[src/rtl/clk_div_pkg.sv]
// rtl/clk_div_pkg.sv - register map constants, channel config type and divisor helper for clk_div_bank
package clk_div_pkg;

  localparam int CHAN_STRIDE = 8;

  localparam logic [2:0] DIV_LO_OFF   = 3'd0;
  localparam logic [2:0] DIV_HI_OFF   = 3'd1;
  localparam logic [2:0] CTRL_OFF     = 3'd2;
  localparam logic [2:0] STATUS_OFF   = 3'd3;
  localparam logic [2:0] PHASE_LO_OFF = 3'd4;
  localparam logic [2:0] PHASE_HI_OFF = 3'd5;

  localparam int CTRL_EN_BIT     = 0;
  localparam int CTRL_IRQ_EN_BIT = 1;
  localparam int STAT_WRAP_BIT   = 0;
  localparam int STAT_RUN_BIT    = 1;

  // div/phase sized for the widest CNT_W; unused upper bits are held at zero
  typedef struct packed {
    logic [15:0] div;
    logic        en;
    logic        irq_en;
    logic [15:0] phase;
  } chan_cfg_t;

  function automatic logic [15:0] eff_div(input logic [15:0] d);
    return (d == 16'd0) ? 16'd1 : d;
  endfunction

endpackage

[src/rtl/clk_div_chan.sv]
// rtl/clk_div_chan.sv - one divider channel: config regs, shadow divisor, counter, clk_out/tick, WRAP
// Optional start phase enabled by CLK_DIV_PHASE_EN.
module clk_div_chan
  import clk_div_pkg::*;
#(
  parameter int          CNT_W   = 16,
  parameter logic [15:0] DEF_DIV = 16'd2
) (
  input  logic       clk_i,
  input  logic       rst_i,
  input  logic       wr_i,
  input  logic [2:0] off_i,
  input  logic [7:0] data_i,
  output chan_cfg_t  cfg_o,
  output logic       wrap_o,
  output logic       clk_out_o,
  output logic       tick_o
);

  localparam logic [15:0] VAL_MASK = 16'((17'd1 << CNT_W) - 17'd1);

  chan_cfg_t        cfg_q, cfg_d;
  logic [CNT_W-1:0] act_q, act_d;
  logic [CNT_W-1:0] cnt_q, cnt_d;
  logic             clk_out_q, clk_out_d;
  logic             tick_q, tick_d;
  logic             wrap_q, wrap_d;
  logic             clr;
  logic [CNT_W-1:0] d_cur, d_div, d_next, start;

  assign d_cur = CNT_W'(eff_div(16'(act_q)));
  assign d_div = CNT_W'(eff_div(cfg_q.div));

`ifdef CLK_DIV_PHASE_EN
  assign start = cfg_q.phase[CNT_W-1:0] % d_div;
`else
  assign start = '0;
`endif

  always_comb begin
    cfg_d = cfg_q;
    clr   = 1'b0;
    if (wr_i) begin
      case (off_i)
        DIV_LO_OFF: cfg_d.div[7:0]  = data_i;
        DIV_HI_OFF: cfg_d.div[15:8] = data_i;
        CTRL_OFF: begin
          cfg_d.en     = data_i[CTRL_EN_BIT];
          cfg_d.irq_en = data_i[CTRL_IRQ_EN_BIT];
        end
        STATUS_OFF: clr = data_i[STAT_WRAP_BIT];
`ifdef CLK_DIV_PHASE_EN
        PHASE_LO_OFF: cfg_d.phase[7:0]  = data_i;
        PHASE_HI_OFF: cfg_d.phase[15:8] = data_i;
`endif
        default: ;
      endcase
    end
    cfg_d.div   = cfg_d.div & VAL_MASK;
    cfg_d.phase = cfg_d.phase & VAL_MASK;
  end

  // Active divisor only changes at a wrap or while stopped, so a period never mixes divisors
  always_comb begin
    act_d  = act_q;
    cnt_d  = cnt_q;
    tick_d = 1'b0;
    if (!cfg_d.en) begin
      act_d = cfg_q.div[CNT_W-1:0];
      cnt_d = '0;
    end else if (!cfg_q.en) begin
      act_d = cfg_q.div[CNT_W-1:0];
      cnt_d = start;
    end else if (cnt_q == d_cur - 1'b1) begin
      act_d  = cfg_q.div[CNT_W-1:0];
      cnt_d  = '0;
      tick_d = 1'b1;
    end else begin
      cnt_d = cnt_q + 1'b1;
    end
    d_next    = CNT_W'(eff_div(16'(act_d)));
    clk_out_d = cfg_d.en && (cnt_d >= (d_next >> 1));
    wrap_d    = (wrap_q && !clr) || tick_d;
  end

  always_ff @(posedge clk_i) begin
    if (rst_i) begin
      cfg_q.div    <= DEF_DIV & VAL_MASK;
      cfg_q.en     <= 1'b0;
      cfg_q.irq_en <= 1'b0;
      cfg_q.phase  <= 16'd0;
      act_q        <= DEF_DIV[CNT_W-1:0];
      cnt_q        <= '0;
      clk_out_q    <= 1'b0;
      tick_q       <= 1'b0;
      wrap_q       <= 1'b0;
    end else begin
      cfg_q     <= cfg_d;
      act_q     <= act_d;
      cnt_q     <= cnt_d;
      clk_out_q <= clk_out_d;
      tick_q    <= tick_d;
      wrap_q    <= wrap_d;
    end
  end

  assign cfg_o     = cfg_q;
  assign wrap_o    = wrap_q;
  assign clk_out_o = clk_out_q;
  assign tick_o    = tick_q;

endmodule

[src/rtl/clk_div_bank.sv]
// rtl/clk_div_bank.sv - bank of programmable clock dividers with byte register access and shared irq
// Optional per-channel start phase enabled by CLK_DIV_PHASE_EN.
module clk_div_bank
  import clk_div_pkg::*;
#(
  parameter int          CHANNELS  = 4,
  parameter int          CNT_W     = 16,
  parameter logic [7:0]  BASE_ADDR = 8'h20,
  parameter logic [15:0] DEF_DIV   = 16'd2
) (
  input  logic                clk,
  input  logic                rst,
  input  logic [7:0]          addr,
  input  logic [7:0]          in_data,
  input  logic                wr_en,
  output logic [7:0]          out_data,
  output logic [CHANNELS-1:0] clk_out,
  output logic [CHANNELS-1:0] tick,
  output logic                irq
);

  // Nine-bit offset so addresses below BASE_ADDR land out of range instead of wrapping
  logic [8:0]          rel;
  logic                in_range;
  chan_cfg_t           cfg_w [CHANNELS];
  logic [CHANNELS-1:0] wrap_w;
  logic [CHANNELS-1:0] irq_req;
  logic                irq_q;

  assign rel      = {1'b0, addr} - {1'b0, BASE_ADDR};
  assign in_range = rel < 9'(CHANNELS * CHAN_STRIDE);

  for (genvar g = 0; g < CHANNELS; g++) begin : g_chan
    logic sel;
    assign sel = in_range && (rel[5:3] == 3'(g));

    clk_div_chan #(
      .CNT_W  (CNT_W),
      .DEF_DIV(DEF_DIV)
    ) u_chan (
      .clk_i    (clk),
      .rst_i    (rst),
      .wr_i     (wr_en && sel),
      .off_i    (rel[2:0]),
      .data_i   (in_data),
      .cfg_o    (cfg_w[g]),
      .wrap_o   (wrap_w[g]),
      .clk_out_o(clk_out[g]),
      .tick_o   (tick[g])
    );

    assign irq_req[g] = cfg_w[g].irq_en & wrap_w[g];
  end

  always_comb begin
    out_data = 8'h00;
    for (int n = 0; n < CHANNELS; n++) begin
      if (in_range && (rel[5:3] == 3'(n))) begin
        case (rel[2:0])
          DIV_LO_OFF:   out_data = cfg_w[n].div[7:0];
          DIV_HI_OFF:   out_data = cfg_w[n].div[15:8];
          CTRL_OFF: begin
            out_data[CTRL_EN_BIT]     = cfg_w[n].en;
            out_data[CTRL_IRQ_EN_BIT] = cfg_w[n].irq_en;
          end
          STATUS_OFF: begin
            out_data[STAT_WRAP_BIT] = wrap_w[n];
            out_data[STAT_RUN_BIT]  = cfg_w[n].en;
          end
          PHASE_LO_OFF: out_data = cfg_w[n].phase[7:0];
          PHASE_HI_OFF: out_data = cfg_w[n].phase[15:8];
          default:      out_data = 8'h00;
        endcase
      end
    end
  end

  always_ff @(posedge clk) begin
    if (rst) begin
      irq_q <= 1'b0;
    end else begin
      irq_q <= |irq_req;
    end
  end

  assign irq = irq_q;

endmodule

[config.mk]
export PLATFORM = sky130hd
export DESIGN_NAME = clk_div_bank
export DESIGN_NICKNAME = d
export VERILOG_FILES = /design/src/rtl/clk_div_pkg.sv /design/src/rtl/clk_div_chan.sv /design/src/rtl/clk_div_bank.sv
export SDC_FILE = /design/constraint.sdc
export NUM_CORES = 1
export LEC_CHECK = 0
export ABC_AREA = 1
export CAP_MARGIN = 20
export CORE_UTILIZATION = 25
export CTS_BUF_LIST = sky130_fd_sc_hd__clkbuf_8
export DETAILED_ROUTE_END_ITERATION = 8
export PLACE_DENSITY = 0.37
export SYNTH_ARGS = -nofsm -noshare
export SYNTH_HDL_FRONTEND = slang
export SYNTH_SLANG_ARGS = --single-unit
[constraint.sdc]
create_clock -name clk -period 4.7 [get_ports clk]
set_clock_uncertainty 0.1 [all_clocks]
set_input_delay 0.47 -clock clk [delete_from_list [all_inputs] [get_ports clk]]
set_output_delay 0.47 -clock clk [all_outputs]
set_load 0.01 [all_outputs]
After elaboration in Yosys (flattened, before gate mapping)
Cells that the tools add are included.
Widths: inputs -> output; s select.
Storage, ports and cells
  output and inout port bits: 17
  logic and storage cells: 182
  input bits: 19
  register bits after elaboration: 213
Cells by class
  equal/unequal tests: 10
  bitwise operators: 4
  muxes and demuxes: 69
  reductions and logical operators: 48
  order comparisons: 5
  add/subtract/negate cells: 9
Operator list (count)
  $mux 16: 32
  $logic_not 16->1: 8
  $add 16x1->16 const B: 4
  $eq 16x16->1: 4
  $ge 16x15->1: 4
  $sub 16x1->16 const B: 4
  $pmux 6 s3: 3
  $mux 8: 4
  $pmux 2 s4: 4
  $reduce_and 2->1: 12
  $mux 1: 17
  $logic_and 1x1->1: 16
  $mux 2: 8
  $eq 3x2->1 const B: 4
  $pmux 6 s2: 1
  $lt 9x6->1 const B: 1
  $sub 8x6->9 const B: 1
  $eq 3x1->1 const B: 2
  $logic_not 3->1: 2
  $and 1x1->1: 4
  $logic_not 1->1: 4
  $logic_or 1x1->1: 4
  $reduce_or 4->1: 1
  $reduce_or 2->1: 1

Longest topological paths before layout
  word-level depth: 11
  mapped depth: 43
  gate-level depth less buffers: 43

By module
From an unflattened synthesis, not the netlist that was laid out.
Unflattened totals
  cell total of the unflattened synthesis: 2158
  area, all modules: 14570.2 um^2
By module, submodules not included
  clk_div_chan (g_chan[0].u_chan ...): times used 2, area each 3230.6 um^2, cells each 441
  clk_div_chan (g_chan[2].u_chan): times used 1, area each 3344.5 um^2, cells each 474
  clk_div_chan (g_chan[3].u_chan): times used 1, area each 3314.4 um^2, cells each 480
  clk_div_bank: times used 1, area each 1450.1 um^2, cells each 322

Worst setup path before layout
OpenSTA, ideal clock, no wires.
  kind: register to register
  from: register g_chan[1].u_chan.act_q[9]
  to: register g_chan[1].u_chan.clk_out_q
  slack: 0.885 ns
  data required time: 4.491 ns
  period minus slack after synthesis: 3.815 ns
  library setup time: 0.109 ns
  cell stages (with the launch flop): 39
  arrival: 3.606 ns
  buffers on the path: 3
  cell sequence: dfxtp_1 > nor2_1 > nand2_1 > nor2_2 > nand3_2 > buf_6 > nand2_1 > inv_1 > ha_1 > nand3_1 > nor2_1 > xor2_1 > xor2_1 > nand2_1 > nor2_1 > nand2_1 > nor2_2 > nand2_4 > [... 3 more ...] > nor2_1 > ha_1 > a21oi_1 > o21ai_0 > nand2_1 > nand2_1 > nand2_1 > nand2_1 > nand2_1 > nand2_1 > nand2_1 > nand2_1 > nand2_1 > nand2_1 > nand2_1 > nand3_1 > nand2_1 > inv_1
Between the ends
  elaborated cells between the ends (all ways): 14
  classes of those cells: add/sub (1); order compare (1); eq/ne (1); mux (8); reduce/logical (3)
RTL lines
  start, declared: line clk_div_chan.sv:23  | logic [CNT_W-1:0] act_q, act_d;
  start signal, assigned: line clk_div_chan.sv:92  | act_q <= DEF_DIV[CNT_W-1:0];
  start signal, assigned: line clk_div_chan.sv:99  | act_q <= act_d;
  $logic_not 16->1: line clk_div_pkg.sv:27  | return (d == 16'd0) ? 16'd1 : d;
  $mux 16 (*): line clk_div_pkg.sv:27
  $sub 16x1->16 (*): line clk_div_chan.sv:74  | end else if (cnt_q == d_cur - 1'b1) begin
  $eq 16x16->1 (*): line clk_div_chan.sv:74
  $mux 16 (*): line clk_div_chan.sv:74
  $mux 16 (*): line clk_div_chan.sv:71  | end else if (!cfg_q.en) begin
  $mux 16 (*): line clk_div_chan.sv:68  | if (!cfg_d.en) begin
  named net g_chan[1].u_chan.cnt_d[3]: line clk_div_chan.sv:24  | logic [CNT_W-1:0] cnt_q, cnt_d;
  $ge 16x15->1 (*): line clk_div_chan.sv:82  | clk_out_d = cfg_d.en && (cnt_d >= (d_next >> 1));
  $logic_and 1x1->1 (*): line clk_div_chan.sv:82
  end signal, assigned: line clk_div_chan.sv:101  | clk_out_q <= clk_out_d;
  end, declared: line clk_div_chan.sv:25  | logic clk_out_q, clk_out_d;
Mark *: on every way through the listed nets, which the timed path passes. The rest lies on a longest branch.
A chain may end at the register's enable or synchronous reset.

Final worst setup path
  from: register g_chan[1].u_chan.act_q[5]
  to: register g_chan[1].u_chan.clk_out_q
Between the ends
  cells in the longest elaborated chain, start to end: 11
  elaborated cells between the ends (all ways): 14
  classes of those cells: add/sub (1); order compare (1); eq/ne (1); mux (8); reduce/logical (3)
RTL lines (line)
  $logic_not 16->1: clk_div_pkg.sv:27
  $mux 16: clk_div_pkg.sv:27
  $sub 16x1->16: clk_div_chan.sv:74
  $eq 16x16->1: clk_div_chan.sv:74
  $mux 16: clk_div_chan.sv:74
  $mux 16: clk_div_chan.sv:71
  $mux 16: clk_div_chan.sv:68
  $logic_not 16->1: clk_div_pkg.sv:27
  $mux 16: clk_div_pkg.sv:27
  $ge 16x15->1 (*): clk_div_chan.sv:82
  $logic_and 1x1->1 (*): clk_div_chan.sv:82
Every way passes the cells marked *; elsewhere a longest branch is shown, timed or not.

==> results.sh <==
export IMPL_initial_core_util=0.254
export IMPL_num_rows=85
export IMPL_met3_length_um=1400
export IMPL_io_pins=36
export IMPL_whs_path_depth=2
export IMPL_antenna_found_initial=1
export IMPL_post_drt_via_cell_ratio=4.47
export IMPL_p_leak_nw=6.97
export IMPL_tns_ns=0
export IMPL_ant_nets=0
export IMPL_critPathCaptureType="register"
export IMPL_gr_total_overflow=0
export IMPL_max_freq_mhz=234
export IMPL_dpl_cell_count=2712
export IMPL_synth_area_um2=13700
export IMPL_yosysWarnings=0
export IMPL_crit_top_cell="nand2_1"
export IMPL_clk_path_buf_depth=3
export IMPL_place_gp_congestion=0.862
export IMPL_synthCells=2005
export IMPL_nFillCells=5994
export IMPL_fin_crit_sh=0.908
export IMPL_min_delay_start="rst"
export IMPL_r2r_start="g_chan[1].u_chan.act_q[5]"
export IMPL_root_buffer="clkbuf_8"
export IMPL_final_cell_mix="431 x nand2_1, 276 x inv_1, 237 x nor2_1, 190 x dfxtp_1, 98 x o21ai_0"
export IMPL_crit_required_ns=5.11
export IMPL_wl_per_cell_um=15.9
export IMPL_hold_violations=0
export IMPL_postSynth_asyncResetShare=0
export IMPL_layout_nets=2174
export IMPL_met1_length_um=21700
export IMPL_finalNonFillerCells=2817
export IMPL_grt_use_total=0.161
export IMPL_drt_pass1_iter_count=5
export IMPL_place_hpwl_um=33500
export IMPL_power_density_nw_per_um2=259
export IMPL_core_region_area_um2=54000
export IMPL_synthesis_nets=2092
export IMPL_area_delta_synth_final_pct=17.6
export IMPL_dieArea_um2=55900
export IMPL_dr_total_vias=12600
export IMPL_synth_cell_types=48
export IMPL_grt_max_degree=71
export IMPL_cts_max_level=2
export IMPL_relSlewSlack=0.338
export IMPL_hp_class="input pin to register"
export IMPL_outcome="complete, no violations"
export IMPL_synth_flop_cell="dfxtp_1"
export IMPL_cts_tree="built"
export IMPL_syn_avg_cell_area_um2=6.85
export IMPL_rrSetupSlack_ns=0.43
export IMPL_synth_edf_count=0
export IMPL_numCtsBuffers=45
export IMPL_die_w_um=236
export IMPL_path_max_fanout=7
export IMPL_final_common_cell="nand2_1"
export IMPL_cp_slowest_cell="dfxtp_2"
export IMPL_hold_end="g_chan[3].u_chan.act_q[4]"
export IMPL_worstMarginPinSlew_ns=0.994
export IMPL_drc=0
export IMPL_synth_seq_cells=213
export IMPL_r2r_end="g_chan[1].u_chan.clk_out_o"
export IMPL_max_stage_delay_ns=0.34
export IMPL_arrival_ns=4.68
export IMPL_routed_wl_um=44700
export IMPL_max_vdd_ir_drop_mv=0.165
export IMPL_maxCapViolCount=0
export IMPL_wl_met2_um=20600
export IMPL_worstSetupPathType="register to register"
export IMPL_ff2ff_path_depth=32
export IMPL_fin_crit_ns=4.27
export IMPL_port_buffers=35
export IMPL_die_h_um=236
export IMPL_clock_latency_ns=0.61
export IMPL_hold_buffers=0
export IMPL_grt_first_pass_wirelength_um=71000
export IMPL_rsz0062_at_grt="yes"
export IMPL_grt_pass1_vias=12600
export IMPL_synth_seq_area_share=0.311
export IMPL_drt_first_iter_violations=729
export IMPL_path_clk_slew_ns=0.05
export IMPL_finalMaxSlewViolations=0
export IMPL_drive_above_1_share=0.152
export IMPL_clkSinkCount=213
export IMPL_dr_max_layer_used="met4"
export IMPL_setup_violations=0
export IMPL_cp_start_kind="register"
## cells in the mapped netlist (12+ instances only)
cell type / count / share of area
dfxtp_1: 213 / 0.31
nand4_1: 38 / 0.017
xor2_1: 75 / 0.048
nor2_1: 245 / 0.067
nor3_2: 22 / 0.016
nand2_1: 433 / 0.12
buf_6: 15 / 0.012
nand2_2: 16 / 0.0073
ha_1: 68 / 0.062
inv_1: 264 / 0.072
nand3_1: 92 / 0.034
nor2_2: 27 / 0.012
o21ai_2: 56 / 0.036
o22ai_1: 27 / 0.012
nor3_1: 66 / 0.024
a21oi_1: 94 / 0.034
buf_4: 12 / 0.0066
clkbuf_1: 40 / 0.011
o21ai_0: 98 / 0.036
xnor2_1: 29 / 0.019
## cell families (layout without fill, tap and decap cells)
group,after synthesis,after routing,share of synthesized area
AOI/OAI and AO/OA,297,297,0.131
xor gates and xnor gates,104,104,0.0664
adders and majority gates,68,68,0.0620
other,0,2,0
and+or+nand+nor,981,984,0.322
DFF,213,213,0.311
buffers and inverters,342,453,0.109
## metal layers
metal  global-route usage  vias up
met1                0.211     5767
li1                     -     6628
met5                    0        -
met4               0.0476        0
met2                0.267      144
met3               0.0281       59
## layout make-up
type,instances,area (um^2),share of cell area
diodes,2,5.00,0.000310
inverters,269,1010,0.0626
clock buffers,59,812,0.0503
well taps,696,871,0.0540
clock inverters,20,139,0.00861
repair buffers,105,927,0.0574
flip-flops and latches,213,4290,0.266
multi-input cells,1453,8080,0.501
## repair_timing
action                     4_1_cts  5_1_grt
resized for setup                0       42
buffers inserted                 0       21
setup endpoints to repair        0        4
## metrics by stage
stage | worst slack [ns] | util | hold WS [ns] | area (um^2) | power, W
6_report | 0.432 | 0.299 | 0.197 | 16100 | 0.00417
5_1_grt | -0.00244 | 0.299 | 0.192 | 16100 | 0.00438
4_1_cts | 0.0714 | 0.292 | 0.167 | 15800 | 0.00426
3_5_place_dp | 0.113 | 0.275 | 0.388 | 14800 | 0.00207
3_3_place_gp | 0.118 | 0.275 | 0.376 | 14800 | 0.00207
2_1_floorplan | 0.885 | - | 0.345 | 13700 | 0.00199
## state kept, by name, indices dropped and copies added, names as in the netlist
| name | flops |
|---|---|
| g_chan.u_chan.act_q | 64 |
| g_chan.u_chan.cfg_o | 72 |
| g_chan.u_chan.clk_out_o | 4 |
| g_chan.u_chan.cnt_q | 64 |
| g_chan.u_chan.tick_o | 4 |
| g_chan.u_chan.wrap_o | 4 |
| irq | 1 |
## critical path: cells and delay by family (launching register included)
family                     cells  cell delay, ns
and+or+nand+nor               20            1.98
adders and majority gates      2            0.48
AOI/OAI and AO/OA              4            0.57
buffers and inverters          5            0.47
DFF                            1            0.34
xor gates and xnor gates       1            0.21
## worst max path at each step
stage,cells past startpoint,to,startpoint,slack [ns]
CTS,40,g_chan[0].u_chan.clk_out_o,g_chan[0].u_chan.act_q[5],0.07
global placement,40,g_chan[0].u_chan.clk_out_o,g_chan[0].u_chan.act_q[5],0.12
finish,32,g_chan[1].u_chan.clk_out_o,g_chan[1].u_chan.act_q[5],0.43
global route,43,g_chan[0].u_chan.clk_out_o,g_chan[0].u_chan.act_q[5],-0.002
detailed placement,40,g_chan[0].u_chan.clk_out_o,g_chan[0].u_chan.act_q[5],0.11
floorplan,38,g_chan[1].u_chan.clk_out_o,g_chan[1].u_chan.act_q[9],0.89
## report_power, final
| group | switching, W | internal, W | total (W) |
|---|---|---|---|
| Combinational | 0.000150 | 0.0000671 | 0.000217 |
| Clock | 0.000913 | 0.00122 | 0.00214 |
| Sequential | 0.00000562 | 0.00181 | 0.00182 |
No activity file was read; power rests on OpenSTA's default activity.
